==> config.mk <==
export PLATFORM = sky130hd
export DESIGN_NAME = pwm_multi_burst
export DESIGN_NICKNAME = d
export VERILOG_FILES = /design/src/rtl/pwm_multi_burst.sv
export SDC_FILE = /design/constraint.sdc
export NUM_CORES = 1
export LEC_CHECK = 0
export BUFFER_PORTS_ARGS = -buffer_cell sky130_fd_sc_hd__buf_4
export CAP_MARGIN = 20
export CORE_AREA = 2 2 233 166
export CTS_CLUSTER_DIAMETER = 150
export DETAILED_ROUTE_END_ITERATION = 6
export DIE_AREA = 0 0 235 168
export GPL_ROUTABILITY_DRIVEN = 0
export PLACE_DENSITY_LB_ADDON = 0.1
export SYNTH_ARGS = -nofsm -noshare
export SYNTH_HDL_FRONTEND = slang
export SYNTH_SLANG_ARGS = --single-unit
export TNS_END_PERCENT = 1
==> constraint.sdc <==
create_clock -name clk -period 4.5 [get_ports clk]
set_clock_uncertainty 0.1 [all_clocks]
set_input_delay 0.225 -clock clk [delete_from_list [all_inputs] [get_ports clk]]
set_output_delay 0.225 -clock clk [all_outputs]
set_load 0.02 [all_outputs]
==> src/rtl/pwm_multi_burst.sv <==
// NCH-channel PWM generator: shared period counter, per-channel duty/polarity,
// double-buffered config applied at period wraps, optional burst gating.
//
// state | meaning
// IDLE  | counter held at 0, outputs parked at their inversion level
// ON    | counter running, channels pulse against their duty
// GAP   | counter running, outputs parked, counting idle burst periods
module pwm_multi_burst #(
    parameter int NCH = 4,
    parameter int CW  = 16,
    parameter int BW  = 8
) (
    input  logic              clk,
    input  logic              rst,
    input  logic              en,
    input  logic              cfg_load,
    input  logic [CW-1:0]     cfg_period,
    input  logic [NCH*CW-1:0] cfg_duty,
    input  logic [NCH-1:0]    cfg_inv,
    input  logic              cfg_burst,
    input  logic [BW-1:0]     cfg_blen,
    input  logic [BW-1:0]     cfg_bgap,
    output logic [NCH-1:0]    pwm_out,
    output logic              period_tick,
    output logic              burst_gap,
    output logic              cfg_pending
);

    typedef enum logic [1:0] {IDLE = 2'd0, ON = 2'd1, GAP = 2'd2} stateT;

    typedef struct packed {
        logic [CW-1:0]     period;
        logic [NCH*CW-1:0] duty;
        logic [NCH-1:0]    inv;
        logic              burst;
        logic [BW-1:0]     blen;
        logic [BW-1:0]     bgap;
    } cfgT;

    stateT         state;
    cfgT           portCfg;
    cfgT           shadowCfg;
    cfgT           activeCfg;
    cfgT           nextCfg;
    logic [CW-1:0] cnt;
    logic [BW-1:0] bcnt;
    logic          periodOk;
    logic          wrap;
    logic          noActive;
    logic [NCH-1:0] raw;

    always_comb begin
        portCfg  = {cfg_period, cfg_duty, cfg_inv, cfg_burst, cfg_blen, cfg_bgap};
        periodOk = (activeCfg.period >= CW'(2));
        wrap     = (state != IDLE) && periodOk && (cnt == activeCfg.period - CW'(1));
        // A burst with zero active periods never lets the channels pulse.
        noActive = activeCfg.burst && (activeCfg.blen == '0) && (activeCfg.bgap != '0);
        // Config that will be active after this cycle's wrap; wrap decisions use it.
        nextCfg = activeCfg;
        if (cfg_load) begin
            nextCfg = portCfg;
        end else if (cfg_pending) begin
            nextCfg = shadowCfg;
        end
        raw = '0;
        for (int i = 0; i < NCH; i++) begin
            raw[i] = (state == ON) && periodOk && !noActive &&
                     (cnt < activeCfg.duty[i*CW +: CW]);
        end
    end

    always_ff @(posedge clk) begin
        if (rst) begin
            state       <= IDLE;
            cnt         <= '0;
            bcnt        <= '0;
            shadowCfg   <= '0;
            activeCfg   <= '0;
            cfg_pending <= 1'b0;
            pwm_out     <= '0;
            period_tick <= 1'b0;
            burst_gap   <= 1'b0;
        end else begin
            if (state == IDLE) begin
                if (cfg_pending) begin
                    activeCfg <= shadowCfg;
                end
                if (cfg_load) begin
                    shadowCfg   <= portCfg;
                    cfg_pending <= 1'b1;
                end else begin
                    cfg_pending <= 1'b0;
                end
            end else if (wrap) begin
                activeCfg   <= nextCfg;
                cfg_pending <= 1'b0;
            end else if (cfg_load) begin
                shadowCfg   <= portCfg;
                cfg_pending <= 1'b1;
            end

            period_tick <= wrap;
            pwm_out     <= raw ^ activeCfg.inv;

            case (state)
                IDLE: begin
                    cnt       <= '0;
                    bcnt      <= '0;
                    burst_gap <= 1'b0;
                    if (en && periodOk) begin
                        state <= ON;
                    end
                end
                ON, GAP: begin
                    if (!en || !periodOk) begin
                        state     <= IDLE;
                        cnt       <= '0;
                        bcnt      <= '0;
                        burst_gap <= 1'b0;
                    end else begin
                        cnt <= wrap ? '0 : cnt + CW'(1);
                        if (wrap && state == ON) begin
                            if (nextCfg.burst && nextCfg.bgap != '0 &&
                                (nextCfg.blen == '0 || bcnt == nextCfg.blen - BW'(1))) begin
                                state     <= GAP;
                                bcnt      <= '0;
                                burst_gap <= 1'b1;
                            end else if (nextCfg.burst && nextCfg.bgap != '0) begin
                                bcnt <= bcnt + BW'(1);
                            end else begin
                                bcnt <= '0;
                            end
                        end else if (wrap) begin
                            if (!nextCfg.burst || nextCfg.bgap == '0 ||
                                bcnt == nextCfg.bgap - BW'(1)) begin
                                state     <= ON;
                                bcnt      <= '0;
                                burst_gap <= 1'b0;
                            end else begin
                                bcnt <= bcnt + BW'(1);
                            end
                        end
                    end
                end
                default: begin
                    state     <= IDLE;
                    cnt       <= '0;
                    bcnt      <= '0;
                    burst_gap <= 1'b0;
                end
            endcase
        end
    end

endmodule

==> out/results.ini, run 1 <==
[outcome]
status=finished with violations
violations=hold timing

[sta]
worstMarginPinSlew_ps=976
fin_tns_setup_ps=0
fin_crit_sh=0.870
hold_viol=2
rsz0062_at_grt=no
setup_viol=0
finalCriticalPeriod_ps=3920
slew_viol_final=0
max_freq_mhz=255
slew-limit-headroom=0.332
holdWs_ps=-3.66

[final_layout]
design_area_sq_um=15900
fin_nets=1807
fill_cells=3718
drive_gt1_frac=0.119
diodes=0
layout-area-overhead-vs-synth_pct=23.1
seqCellArea_sq_um=4710
multiInputGateArea_sq_um=7350
final_core_util=0.421

[clock_network]
cts_resized=0
cts_tree=built
clk_latency_ps=550
path_clk_slew_ps=60
cts_buffers=26
h-tree-depth=1
cts_sinks=235
ctsLongestPathBuffers=3
root_buffer=clkbuf_16
hold_buffers=101
postCtsSetupRepairBufs=0

[min_path]
hold_class=input port to flip-flop
min-delay-start=rst
hold_end=shadowCfg[7]
worstHoldPathCells=2

[synth]
synth_edf_count=0
postSynthCellCount=1482
synth_top_family_by_area=simple AND/OR/NAND/NOR gates
async_flop_share=0
synth_compound_area_frac=0.157
synthAdderAreaFrac=0.0680
ys_seq_area_frac=0.365
synth_ff_type=dfxtp_1
yosys_warnings=0
netlist_area_sq_um=12900
synth.net_count=1657
ys_ff_latch=235
synth-simple-area-share=0.196
synth.area.mux_share=0.103
synth_xor_area_frac=0.0442
yosysUniqueCellTypes=65
syn_avg_cell_area_sq_um=8.69

[global_route]
grt_first_pass_wirelength_um=60000
grt_use_met1=0.288
top_usage_layer=met1
grt_max_degree=130
grt_pass1_vias=10443
use_met3=0.0303
grt_overflow=0
antenna_found_initial=0
grt_usage=0.187
met2_usage=0.276

[drt]
drtAntennaViolNets=0
routed-via-count=10911
drc=0
wl_um=37400
viasPerCell=5.08
firstDrtPassIters=5
routedWlPerCell_um=17.4
drt-initial-drc-count=759

[critical_path]
end_kind=flip-flop
arrival_ps=4220
critPathKind=flip-flop to flip-flop
critPathLaunchType=flip-flop
r2r_slack_ps=580
rr_startpoint=activeCfg[87]
critPathMaxFanout=36
path_cells=or4_4 -> a2111oi_0 -> nand3_1 -> and4_1 -> nand4_2 -> or3_1 -> nand2_8 -> buf_12 -> mux2i_1 -> nor2_1
slowest_stage=or4_4
r2r_end=shadowCfg[52]
cp_slowest_stage_delay_ps=600
critPathRequiredTime_ps=4800
worstRegToRegCells=10

[floorplanning]
num_rows=60
io_pins=112
die_h_um=168
start_util=0.342
die_w_um=235
die_area_sq_um=39500
core_area_sq_um=37600

[power]
p_per_area_nw_per_um2=458
ir_drop_mv=0.268
p_leak_uw=0.00655

[run]
max-cap-violations=0

[placed_design]
dp_hpwl_um=24300
place_area_sq_um=14000
io_buffer_count=111

[kinds of logic (layout without fill, tap and decap cells)]
group           count (synthesis)  after routing
buf+inv                       183            352
simple gates                  488            488
xor+xnor                       65             65
flops                         235            235
fa+ha+maj                      70             70
mux                           131            131
compound gates                310            310
[state kept, by name, summed over array words and instances (netlist names)]
register     cells
cnt             16
bcnt             8
shadowCfg      101
cfg_pending      1
state            2
pwm_out          4
burst_gap        1
activeCfg      101
period_tick      1
[critical path, delay by kind of cell (launching register included)]
kind,cells,cell delay [ps]
and+or+nand+nor,7,2190
AOI/OAI and AO/OA,1,540
DFF,1,390
buffers and inverters,1,320
muxes,1,200
[cells in the mapped netlist (3+ instances only)]
cell | count | area, sq um
clkbuf_1 | 66 | 248
buf_4 | 14 | 105
nor3_1 | 17 | 85.1
buf_1 | 11 | 41.3
inv_1 | 76 | 285
dfxtp_1 | 235 | 4700
or3_1 | 3 | 18.8
a2111oi_0 | 7 | 61.3
a211oi_1 | 106 | 796
or4_1 | 3 | 22.5
nand4_1 | 24 | 150
a21o_1 | 28 | 210
mux2i_1 | 119 | 1190
o21ai_0 | 121 | 606
xnor2_1 | 32 | 280
mux2_2 | 11 | 124
nand3_1 | 16 | 80.1
a31oi_1 | 3 | 18.8
a21oi_1 | 14 | 70.1
ha_1 | 70 | 876
buf_2 | 5 | 25.0
nor2_1 | 253 | 950
nand2_1 | 25 | 93.8
nand3b_1 | 105 | 788
nand2b_1 | 7 | 43.8
xor2_1 | 33 | 289
nor3b_1 | 5 | 37.5
buf_8 | 9 | 135
o31ai_1 | 4 | 30.0
nor4_1 | 6 | 37.5
and3_1 | 7 | 43.8
[placed cells by master (no fill, tap or decap), types with 3 or more instances in the layout]
| cell type | count |
|---|---|
| nor3b_1 | 5 |
| nand3_1 | 16 |
| clkbuf_16 | 27 |
| a21oi_1 | 14 |
| nor3_1 | 17 |
| nor2_1 | 253 |
| nand2b_1 | 7 |
| xnor2_1 | 32 |
| mux2i_1 | 119 |
| a31oi_1 | 3 |
| or4_1 | 3 |
| dfxtp_1 | 234 |
| clkinv_2 | 9 |
| nand3b_1 | 105 |
| nor4_1 | 6 |
| and3_1 | 7 |
| inv_1 | 76 |
| a211oi_1 | 106 |
| a2111oi_0 | 7 |
| dlygate4sd3_1 | 101 |
| mux2_2 | 11 |
| clkbuf_1 | 3 |
| a21o_1 | 28 |
| ha_1 | 70 |
| clkbuf_8 | 6 |
| buf_12 | 5 |
| nand2_1 | 24 |
| buf_4 | 122 |
| o31ai_1 | 4 |
| o21ai_0 | 121 |
| xor2_1 | 33 |
| nand4_1 | 24 |
| or3_1 | 3 |
[how the worst max path moves through the flow]
stage | from | end | cells after the start
final | activeCfg[87] | shadowCfg[52] | 10
after global routing | activeCfg[87] | shadowCfg[33] | 10
after CTS | activeCfg[87] | shadowCfg[52] | 10
after detailed placement | activeCfg[87] | shadowCfg[52] | 10
after global placement | activeCfg[87] | shadowCfg[29] | 10
after floorplan | cfg_pending | state[0] | 14
[area by class of cell]
| cell class | count | share of cell area |
|---|---|---|
| multi-input cells | 1064 | 0.463 |
| clock inverters | 11 | 0.00529 |
| repair buffers | 229 | 0.129 |
| clock buffers | 36 | 0.0485 |
| inverters | 76 | 0.0180 |
| well taps | 496 | 0.0392 |
| flip-flops and latches | 235 | 0.297 |
[where the power goes]
part	total, uW	leakage, uW	switching (uW)	internal, uW
registers	2660	0.00194	244	2410
logic	2440	0.00418	1450	998
clock network	2150	0.000433	905	1250
[metal layers]
| layer | vias to the layer above | routed length, um | share of wire |
|---|---|---|---|
| met5 | - | 0 | 0 |
| met4 | 0 | 423 | 0.011 |
| met3 | 31 | 1600 | 0.043 |
| met2 | 190 | 15300 | 0.41 |
| met1 | 5161 | 20000 | 0.54 |
| li1 | 5529 | - | - |
[stage by stage]
stage / worst slack, ps / cells / power, uW
2_1_floorplan: 1000 / 1482 / 4400
3_3_place_gp: 536 / 1999 / 5060
3_5_place_dp: 617 / 1999 / 5080
4_1_cts: 583 / 2147 / 7340
5_1_grt: 414 / 2147 / 7760
6_report: 585 / 2147 / 7250
(Power assumes the default switching activity.)
==> inputs of run 2 (changes only) <==
Settings changed: CORE_AREA 2 2 233 166 to 2 2 251 179, DIE_AREA 0 0 235 168 to 0 0 253 181, GPL_TIMING_DRIVEN set to 0, HOLD_SLACK_MARGIN set to 0.1.
==> out/results.ini, run 2 (same netlist as run 1, synthesis figures left out) <==
[drt]
wl_um=43800  ; +17%
routed-via-count=11531  ; +5.7%
firstDrtPassIters=5  ; unchanged
drt-initial-drc-count=681  ; -10%
routedWlPerCell_um=19.0  ; +9.3%
drtAntennaViolNets=0  ; unchanged
drc=0  ; unchanged
viasPerCell=5.00  ; -1.6%

[sta]
fin_ws_ps=347  ; -238 ps
fin_crit_sh=0.923  ; +0.0529
slew_viol_final=0  ; unchanged
setup_viol=0  ; unchanged
worstMarginPinSlew_ps=1110  ; +139 ps
max_freq_mhz=241  ; -5.7%
fin_tns_setup_ps=0  ; unchanged
slew-limit-headroom=0.257  ; -0.0757
finalCriticalPeriod_ps=4150  ; +238 ps
hold_viol=0  ; -2

[global_route]
grt_max_degree=15  ; -88%
grt_overflow=0  ; unchanged
grt_pass1_vias=10995  ; +5.3%
met2_usage=0.272  ; -0.00407
grt_use_met1=0.298  ; +0.0106
use_met3=0.0241  ; -0.00627
grt_usage=0.190  ; +0.00296
grt_first_pass_wirelength_um=67200  ; +12%
antenna_found_initial=1  ; +1
top_usage_layer=met1

[clock_network]
root_buffer=clkbuf_16
cts_buffers=28  ; +7.7%
cts_sinks=235  ; unchanged
clk_latency_ps=570  ; +20 ps
ctsLongestPathBuffers=3  ; unchanged
cts_tree=built
path_clk_slew_ps=60  ; about the same
h-tree-depth=1  ; unchanged
postCtsSetupRepairBufs=0  ; unchanged

[final_layout]
mostFrequentLayoutCells=253 x nor2_1, 235 x dfxtp_1, 124 x buf_4, 121 x o21ai_0, 119 x mux2i_1
drive_gt1_frac=0.116  ; -0.00232
layout-area-overhead-vs-synth_pct=26.7
final_core_util=0.377  ; -0.0441
top_regs=activeCfg (101), shadowCfg (101), cnt (16)
fin_nets=1899  ; +5.1%
layout_commonest_cell=nor2_1
stdcell_count=2305  ; +7.4%
design_area_sq_um=16300  ; +2.9%
diodes=0  ; unchanged

[power]
p_leak_uw=0.00669  ; +2.1%
ir_drop_mv=0.311  ; +16%
p_per_area_nw_per_um2=461  ; +0.86%

[critical_path]
arrival_ps=4500  ; +280 ps
critPathKind=flip-flop to flip-flop
critPathRequiredTime_ps=4840  ; +40 ps
critPathLaunchType=flip-flop
end_kind=flip-flop
critPathMaxFanout=10  ; -72%
worstRegToRegCells=14  ; +4

[floorplanning]
die_area_sq_um=45800  ; +16%
die_w_um=253  ; +7.7%
start_util=0.298  ; -0.0446
die_h_um=181  ; +7.7%
num_rows=64  ; +6.7%
io_pins=112  ; unchanged
core_area_sq_um=43200  ; +15%

[placed_design]
place_area_sq_um=14400  ; +3.0%
dp_cells=2153  ; +7.7%
dp_slack_ps=283  ; -334 ps
dp_hpwl_um=31900  ; +31%
io_buffer_count=110  ; -0.90%

[min_path]
hold_class=input port to flip-flop
worstHoldPathCells=4  ; +2

[run]
max-cap-violations=0  ; unchanged

[outcome]
status=completed

[run 2: area by class of cell]
class                           instances  area (sq um)
Clock inverter                          7          71.3
Multi-Input combinational cell       1064          7310
Sequential cell                       235          4700
Clock buffer                           43           817
Inverter                               76           285
Timing Repair Buffer                  212          1850
Fill cell                            4492         26900
Tap cell                              561           702
Buffer                                107           577
[run 2: through the flow]
step / power (uW) / hold WS, ps
6_report: 7530 / 151
3_3_place_gp: 5230 / 364
2_1_floorplan: 4400 / 269
4_1_cts: 7580 / 120
5_1_grt: 8020 / 151
3_5_place_dp: 5240 / 376
[run 2: repair_timing]
action | 4_1_cts | 5_1_grt
setup endpoints to repair | 0 | 7
gates resized for setup | 0 | 1
hold buffers | 102 | 0
endpoints found under the hold margin | 203 | 0
[run 2: path summary, 6_finish.rpt]
check                      from       endpoint  slack [ps]
hold / removal               en      burst_gap         150
hold reg to reg   shadowCfg[48]  shadowCfg[48]         380
setup reg to reg    cfg_pending       state[0]         350
setup / recovery    cfg_pending       state[0]         350
[run 2: power breakdown]
part           internal, uW  switching [uW]
combinational          1050            1590
sequential             2410             243
clock                  1300             937
[run 2: worst max-delay path, cell delays in order, from the launching register on]
cell and delay, ps:
dfxtp_1 360, buf_4 190, buf_6 180, buf_6 200
mux2_2 350, mux2i_1 380, ha_1 280, o311ai_0 300
nor3_1 340, xnor2_1 170, nand3_1 120, o31ai_2 320
a21oi_1 120, o31ai_1 240, mux2_2 370
[run 2: layer usage]
layer | routed length (um) | vias to the layer above
li1 | - | 5732
met1 | 23300 | 5476
met2 | 17700 | 275
met3 | 1940 | 48
met4 | 829 | 0
met5 | 0 | -
